<file path="src/rtl/fetch_if.sv">
// Fetch front-end bus: memory read port, redirect port and decoder-facing byte stream.
interface fetch_if #(
  parameter int ADDR_W = 16,
  parameter int DATA_W = 8
);
  logic [ADDR_W-1:0] mem_addr;
  logic              mem_rd;
  logic [DATA_W-1:0] mem_data;
  logic              redirect;
  logic [ADDR_W-1:0] redirect_pc;
  logic              ins_valid;
  logic [DATA_W-1:0] ins_data;
  logic [ADDR_W-1:0] ins_pc;
  logic              ins_ready;
  logic [ADDR_W-1:0] fetch_pc;
  logic [1:0]        fetch_state;

  modport master (
    output mem_addr, mem_rd, ins_valid, ins_data, ins_pc, fetch_pc, fetch_state,
    input  mem_data, redirect, redirect_pc, ins_ready
  );

  modport slave (
    input  mem_addr, mem_rd, ins_valid, ins_data, ins_pc, fetch_pc, fetch_state,
    output mem_data, redirect, redirect_pc, ins_ready
  );
endinterface

</file>
<file path="src/rtl/fetch_unit.sv">
// 6502 instruction-fetch front end: reset-vector load, credit-based prefetch
// into a DEPTH-entry queue, valid/ready drain and redirect flush.
module fetch_unit #(
  parameter int                ADDR_W       = 16,
  parameter int                DATA_W       = 8,
  parameter int                DEPTH        = 4,
  parameter logic [ADDR_W-1:0] RESET_VECTOR = 16'hFFFC
) (
  input  logic     clk_in,
  input  logic     reset_n,
  fetch_if.master  bus
);
  localparam int PW = $clog2(DEPTH);

  typedef enum logic [1:0] {VEC_LO = 2'd0, VEC_HI = 2'd1, VEC_LOAD = 2'd2, RUN = 2'd3} state_t;

  state_t            state;
  logic [ADDR_W-1:0] fetch_pc, mem_addr, ret_pc;
  logic              mem_rd, inflight, lo_valid;
  logic [DATA_W-1:0] vec_lo;
  logic [DATA_W-1:0] q_data [DEPTH];
  logic [ADDR_W-1:0] q_pc   [DEPTH];
  logic [PW-1:0]     rd_ptr, wr_ptr;
  logic [PW:0]       count;
  logic [PW+1:0]     credit;
  logic              push, pop, can_issue;
  logic [ADDR_W-1:0] vector;

  // Slots already spoken for: queued bytes, the byte landing now, and the read on the bus.
  assign credit    = (PW+2)'(count) + (PW+2)'(inflight) + (PW+2)'(mem_rd);
  assign can_issue = (credit < (PW+2)'(DEPTH)) && !bus.redirect;
  assign push      = inflight;
  assign pop       = (count != '0) && bus.ins_ready;
  assign vector    = {bus.mem_data, vec_lo};

  always_ff @(posedge clk_in) begin
    if (!reset_n) begin
      state    <= VEC_LO;
      mem_rd   <= 1'b0;
      mem_addr <= '0;
      fetch_pc <= '0;
      count    <= '0;
      rd_ptr   <= '0;
      wr_ptr   <= '0;
      inflight <= 1'b0;
      ret_pc   <= '0;
      vec_lo   <= '0;
      lo_valid <= 1'b0;
    end else begin
      mem_rd   <= 1'b0;
      ret_pc   <= mem_addr;
      // Only run-mode reads land in the queue, and a redirect kills the one on the bus.
      inflight <= mem_rd && (state == RUN) && !bus.redirect;
      case (state)
        VEC_LO: begin
          mem_rd   <= 1'b1;
          mem_addr <= RESET_VECTOR;
          state    <= VEC_HI;
        end
        VEC_HI: begin
          mem_rd   <= 1'b1;
          mem_addr <= RESET_VECTOR + ADDR_W'(1);
          lo_valid <= 1'b0;
          state    <= VEC_LOAD;
        end
        VEC_LOAD: begin
          if (!lo_valid) begin
            vec_lo   <= bus.mem_data;
            lo_valid <= 1'b1;
          end else begin
            // High byte is on mem_data now; issue the first opcode read straight away.
            mem_rd   <= 1'b1;
            mem_addr <= vector;
            fetch_pc <= vector + ADDR_W'(1);
            state    <= RUN;
          end
        end
        RUN: begin
          if (bus.redirect) begin
            fetch_pc <= bus.redirect_pc;
            count    <= '0;
            rd_ptr   <= '0;
            wr_ptr   <= '0;
          end else begin
            if (can_issue) begin
              mem_rd   <= 1'b1;
              mem_addr <= fetch_pc;
              fetch_pc <= fetch_pc + ADDR_W'(1);
            end
            if (push) begin
              q_data[wr_ptr] <= bus.mem_data;
              q_pc[wr_ptr]   <= ret_pc;
              wr_ptr         <= wr_ptr + PW'(1);
            end
            if (pop) rd_ptr <= rd_ptr + PW'(1);
            case ({push, pop})
              2'b10:   count <= count + (PW+1)'(1);
              2'b01:   count <= count - (PW+1)'(1);
              default: count <= count;
            endcase
          end
        end
        default: state <= VEC_LO;
      endcase
    end
  end

  assign bus.mem_addr    = mem_addr;
  assign bus.mem_rd      = mem_rd;
  assign bus.fetch_pc    = fetch_pc;
  assign bus.fetch_state = state;
  assign bus.ins_valid   = (count != '0);
  assign bus.ins_data    = q_data[rd_ptr];
  assign bus.ins_pc      = q_pc[rd_ptr];
endmodule

</file>
<file path="src/flat_wrapper.sv">
// flat-port wrapper written by rule: the top's interface ports become plain ports
module fetch_unit_flat 
#(
  parameter int                ADDR_W       = 16,
  parameter int                DATA_W       = 8,
  parameter int                DEPTH        = 4,
  parameter logic [ADDR_W-1:0] RESET_VECTOR = 16'hFFFC
)
  (clk_in, reset_n, bus_mem_addr, bus_mem_rd, bus_ins_valid, bus_ins_data, bus_ins_pc, bus_fetch_pc, bus_fetch_state, bus_mem_data, bus_redirect, bus_redirect_pc, bus_ins_ready);
  fetch_if #(.ADDR_W(ADDR_W), .DATA_W(DATA_W)) bus_i ();
  input  logic clk_in;
  input  logic reset_n;
  output wire logic [$bits(bus_i.mem_addr)-1:0] bus_mem_addr;
  output wire logic [$bits(bus_i.mem_rd)-1:0] bus_mem_rd;
  output wire logic [$bits(bus_i.ins_valid)-1:0] bus_ins_valid;
  output wire logic [$bits(bus_i.ins_data)-1:0] bus_ins_data;
  output wire logic [$bits(bus_i.ins_pc)-1:0] bus_ins_pc;
  output wire logic [$bits(bus_i.fetch_pc)-1:0] bus_fetch_pc;
  output wire logic [$bits(bus_i.fetch_state)-1:0] bus_fetch_state;
  input wire logic [$bits(bus_i.mem_data)-1:0] bus_mem_data;
  input wire logic [$bits(bus_i.redirect)-1:0] bus_redirect;
  input wire logic [$bits(bus_i.redirect_pc)-1:0] bus_redirect_pc;
  input wire logic [$bits(bus_i.ins_ready)-1:0] bus_ins_ready;
  assign bus_mem_addr = bus_i.mem_addr;
  assign bus_mem_rd = bus_i.mem_rd;
  assign bus_ins_valid = bus_i.ins_valid;
  assign bus_ins_data = bus_i.ins_data;
  assign bus_ins_pc = bus_i.ins_pc;
  assign bus_fetch_pc = bus_i.fetch_pc;
  assign bus_fetch_state = bus_i.fetch_state;
  assign bus_i.mem_data = bus_mem_data;
  assign bus_i.redirect = bus_redirect;
  assign bus_i.redirect_pc = bus_redirect_pc;
  assign bus_i.ins_ready = bus_ins_ready;
  fetch_unit #(.ADDR_W(ADDR_W), .DATA_W(DATA_W), .DEPTH(DEPTH), .RESET_VECTOR(RESET_VECTOR)) u_core (.clk_in(clk_in), .reset_n(reset_n), .bus(bus_i));
endmodule
</file>
<file path="config.mk">
export PLATFORM = sky130hd
export DESIGN_NAME = fetch_unit_flat
export DESIGN_NICKNAME = d
export VERILOG_FILES = /design/src/rtl/fetch_if.sv /design/src/rtl/fetch_unit.sv /design/src/flat_wrapper.sv
export SDC_FILE = /design/constraint.sdc
export NUM_CORES = 1
export LEC_CHECK = 0
export CAP_MARGIN = 20
export CORE_MARGIN = 10
export CORE_UTILIZATION = 45
export CTS_CLUSTER_SIZE = 16
export DETAILED_ROUTE_END_ITERATION = 8
export PLACE_DENSITY = 0.69
export SLEW_MARGIN = 25
export SYNTH_ARGS = -nofsm -noshare
export SYNTH_HDL_FRONTEND = slang
export SYNTH_SLANG_ARGS = --single-unit
</file>
<file path="constraint.sdc">
create_clock -name clk_in -period 2.3 [get_ports clk_in]
set_clock_uncertainty 0.2 [all_clocks]
set_input_delay 0.23 -clock clk_in [delete_from_list [all_inputs] [get_ports clk_in]]
set_output_delay 0.23 -clock clk_in [all_outputs]
set_load 0.01 [all_outputs]
</file>
==> impl_metrics.toml, run 1 <==
[power]
power-per-cell-area_nw_per_um2 = 870
power.leakage_uw = 0.00318
max-vdd-ir-drop_uv = 561

[worst_hold_path]
hold_path.class = "reg -> reg"

[route]
post_drt_via_cell_ratio = 5.48
dr.first_iter.drc_count = 386
route.detailed.drc = 0
ant_nets = 0
dr_total_vias = 5035
drt_pre_antenna_iters = 6
route.final.wire_length_um = 17500
wire_per_inst_um = 19.0

[worst_setup_path]
crit_slowest_cell = "mux4_2"
required_worst_endpoint_ns = 1.87
path_class = "reg -> out"
cp_cell_sequence = "buf_12, mux4_2, dlygate4sd2_1"
critical-path-top-delay-family = "multiplexers"
timing.critical_path.arrival_ns = 1.81
crit_buf_inv = 2
type_of_destination_of_the_critical_path = "output pin"
crit_path_max_incr_delay_ns = 0.52
path_max_fanout = 12
critical_path.startpoint_type = "flop"

[cells_and_area]
final_net_count = 731
final_util = 0.581
multi_input_comb_area_sq_um = 2740
drive_above_1_share = 0.178
diodes = 0
fillerInstances = 1328
syn_to_final_growth_pct = 27.2
regArea_sq_um = 4290
final_instance_area_sq_um = 9160
fin_cells = 919

[timing]
timing.final.crit_period_ns = 2.24
relSlewSlack = 0.773
tightestPinTransition_ns = 0.340
finalSetupViolations = 0
final_hold_viol_count = 0
final.setup.worst_slack_ns = 0.0619
timing.final.max_slew_violations = 0
tns_ns = 0
final_min_period_over_clock_period = 0.973
max_freq_mhz = 447

[place]
portBuffers = 87
place_congestion = 0.884
place_inst = 886
placed_cell_area_sq_um = 8590
dp_hpwl_um = 12600
pre_cts_ws_ns = 0.0335

[synthesis]
syn-instance-count = 578
yosysSeqAreaShare = 0.595
ys_top_cells_by_count = "edfxtp_1 (96), dfxtp_1 (70), nand2_1 (60)"
postSynth.asyncResetShare = 0
synth_flop_cell = "edfxtp_1"
post_synth_edffs = 96
synth_largest_area_cell = "edfxtp_1"
dominant_combinational_cell_family_by_area_after_synthesis = "simple AND/OR/NAND/NOR gates"
synth_area_in_compound_gates = 0.118
post_synth_xor_xnor_area = 0.0243
total_of_warnings_raised_by_yosys = 0
post_synth_instance_area_sq_um = 7200
synthSimpleGateAreaFrac = 0.128
yosys-mux-area-fraction = 0.0820
yosys.area.top_type_share = 0.400
ys_ff_latch = 166
synth.avg_cell_area_sq_um = 12.5
synth.top_cells.by_area = "edfxtp_1 (40%), dfxtp_1 (19%), mux4_2 (7.5%), nand2_1 (3.1%), o21ai_0 (2.4%)"
yosys.cell_count.top_type = "edfxtp_1"
syn-num-nets = 619
synthAdderAreaFrac = 0.0236
yosys.cell_types.count = 62

[global_route]
largest_net_degree_at_the_start_of_global_routing = 50
global_route.usage.met2 = 0.263
wire_length_of_the_first_global_routing_pass_um = 27600
first_global_vias = 5080
grt_antenna_before_repair = 0
grt.met3_usage = 0.0498
groute.usage.overall = 0.160
gr-total-overflow = 0
gr-max-usage-layer = "met2"
grtUsageMet1 = 0.203

[clocking]
clock_sinks = 166
cts.reportedPaths.clkPinSlew_ns = 0.06
clk_root_buffer_cell = "clkbuf_16"
clk_latency_ns = 0.42
htree_num_levels = 4
clock_path_buffers = 2
cts_inserted_buffers = 17
cts_tree = "yes"

[floorplan]
start_util = 0.456
die_width_um = 146
die-height_um = 146
ios = 88
die_area_sq_um = 21500
rows = 46
core-area_sq_um = 15800

[flow_run]
max_cap_viol_count = 0

[run_status]
run_status = "complete, no violations"
-- placed cells by master (no fill, tap or decap), drive strengths merged, types with 5 or more instances in the layout --
master,netlist,routed
inv,10,13
xor2,7,7
dfxtp,70,70
nand4,5,5
ha,12,12
nor4,6,6
a21oi,32,32
a21boi,16,16
edfxtp,96,96
o21ai,40,40
clkbuf,17,22
nand3,22,22
dlygate4sd2,0,24
and3,8,8
xnor2,13,13
buf,19,42
mux2i,5,5
o211ai,7,7
and2,22,22
o21a,5,5
nor3,9,9
nor2b,9,9
mux4,24,24
clkinv,0,5
nand2,62,62
nor2,19,19
a22o,13,13
clkdlybuf4s50,0,62
-- flip-flops by register name, summed over array words and instances, names as in the netlist, named ones only --
| name | cells |
|---|---|
| u_core.q_pc | 64 |
| u_core.q_data | 32 |
| u_core.bus.fetch_pc | 16 |
| u_core.bus.mem_addr | 16 |
| u_core.ret_pc | 16 |
| u_core.vec_lo | 8 |
| u_core.count | 3 |
| u_core.bus.fetch_state | 2 |
| u_core.rd_ptr | 2 |
| u_core.wr_ptr | 2 |
| u_core.bus.mem_rd | 1 |
| u_core.inflight | 1 |
| u_core.lo_valid | 1 |
-- metrics by stage --
step	total power (uW)	hold slack [ns]
2_1_floorplan	4520	0.129
3_3_place_gp	5310	0.245
3_5_place_dp	5350	0.260
4_1_cts	8020	0.275
5_1_grt	8300	0.299
6_report	7970	0.272
-- cell type report --
type	instances	area share
clock buffers	22	0.0508
clock inverters	10	0.0105
inverters	10	0.00410
multi-input cells	366	0.299
flip-flops and latches	166	0.468
well taps	216	0.0295
repair buffers	129	0.138
-- worst paths after layout --
path,from,end,slack (ns),depth (start not counted)
worst max-delay path,flop,bus_ins_pc[8],0.06,3
worst min-delay path,u_core.ret_pc[2],u_core.q_pc[3][2],0.27,0
worst max register to register,u_core.count[1],u_core.count[2],0.14,8
worst min register to register,u_core.ret_pc[2],u_core.q_pc[3][2],0.27,0
-- where the power goes --
group	switching [uW]	internal, uW
logic	768	737
clock network	1120	1560
registers	300	3480
-- per-layer routing --
layer	part of all wire	up-vias
li1	-	2365
met1	0.44	2511
met2	0.49	146
met3	0.059	13
met4	0.0070	0
met5	0	-
-- logic make-up after synthesis --
logic type / after synthesis
mux: 29
fa+ha+maj: 13
compound gates: 132
xor+xnor: 20
buf+inv: 46
simple gates: 172
flops: 166
-- what timing repair did --
item	in CTS	in global routing
cloned	0	0
endpoints found under the hold margin	3	0
buffers inserted	0	0
hold buffers	1	0
resized for setup	25	5
setup endpoints to repair	24	2
Note: power is estimated with default switching activity, not from simulation.
==> run 2: changes to the inputs <==
--- a/config.mk
+++ b/config.mk
@@ -8,10 +8,11 @@
 export CAP_MARGIN = 20
 export CORE_MARGIN = 10
 export CORE_UTILIZATION = 45
+export CTS_CLUSTER_DIAMETER = 120
 export CTS_CLUSTER_SIZE = 16
 export DETAILED_ROUTE_END_ITERATION = 8
 export PLACE_DENSITY = 0.69
-export SLEW_MARGIN = 25
+export SLEW_MARGIN = 15
 export SYNTH_ARGS = -nofsm -noshare
 export SYNTH_HDL_FRONTEND = slang
 export SYNTH_SLANG_ARGS = --single-unit
==> results of run 2 <==
Same layout as run 1: the final DEF is identical, and so are final timing and power.
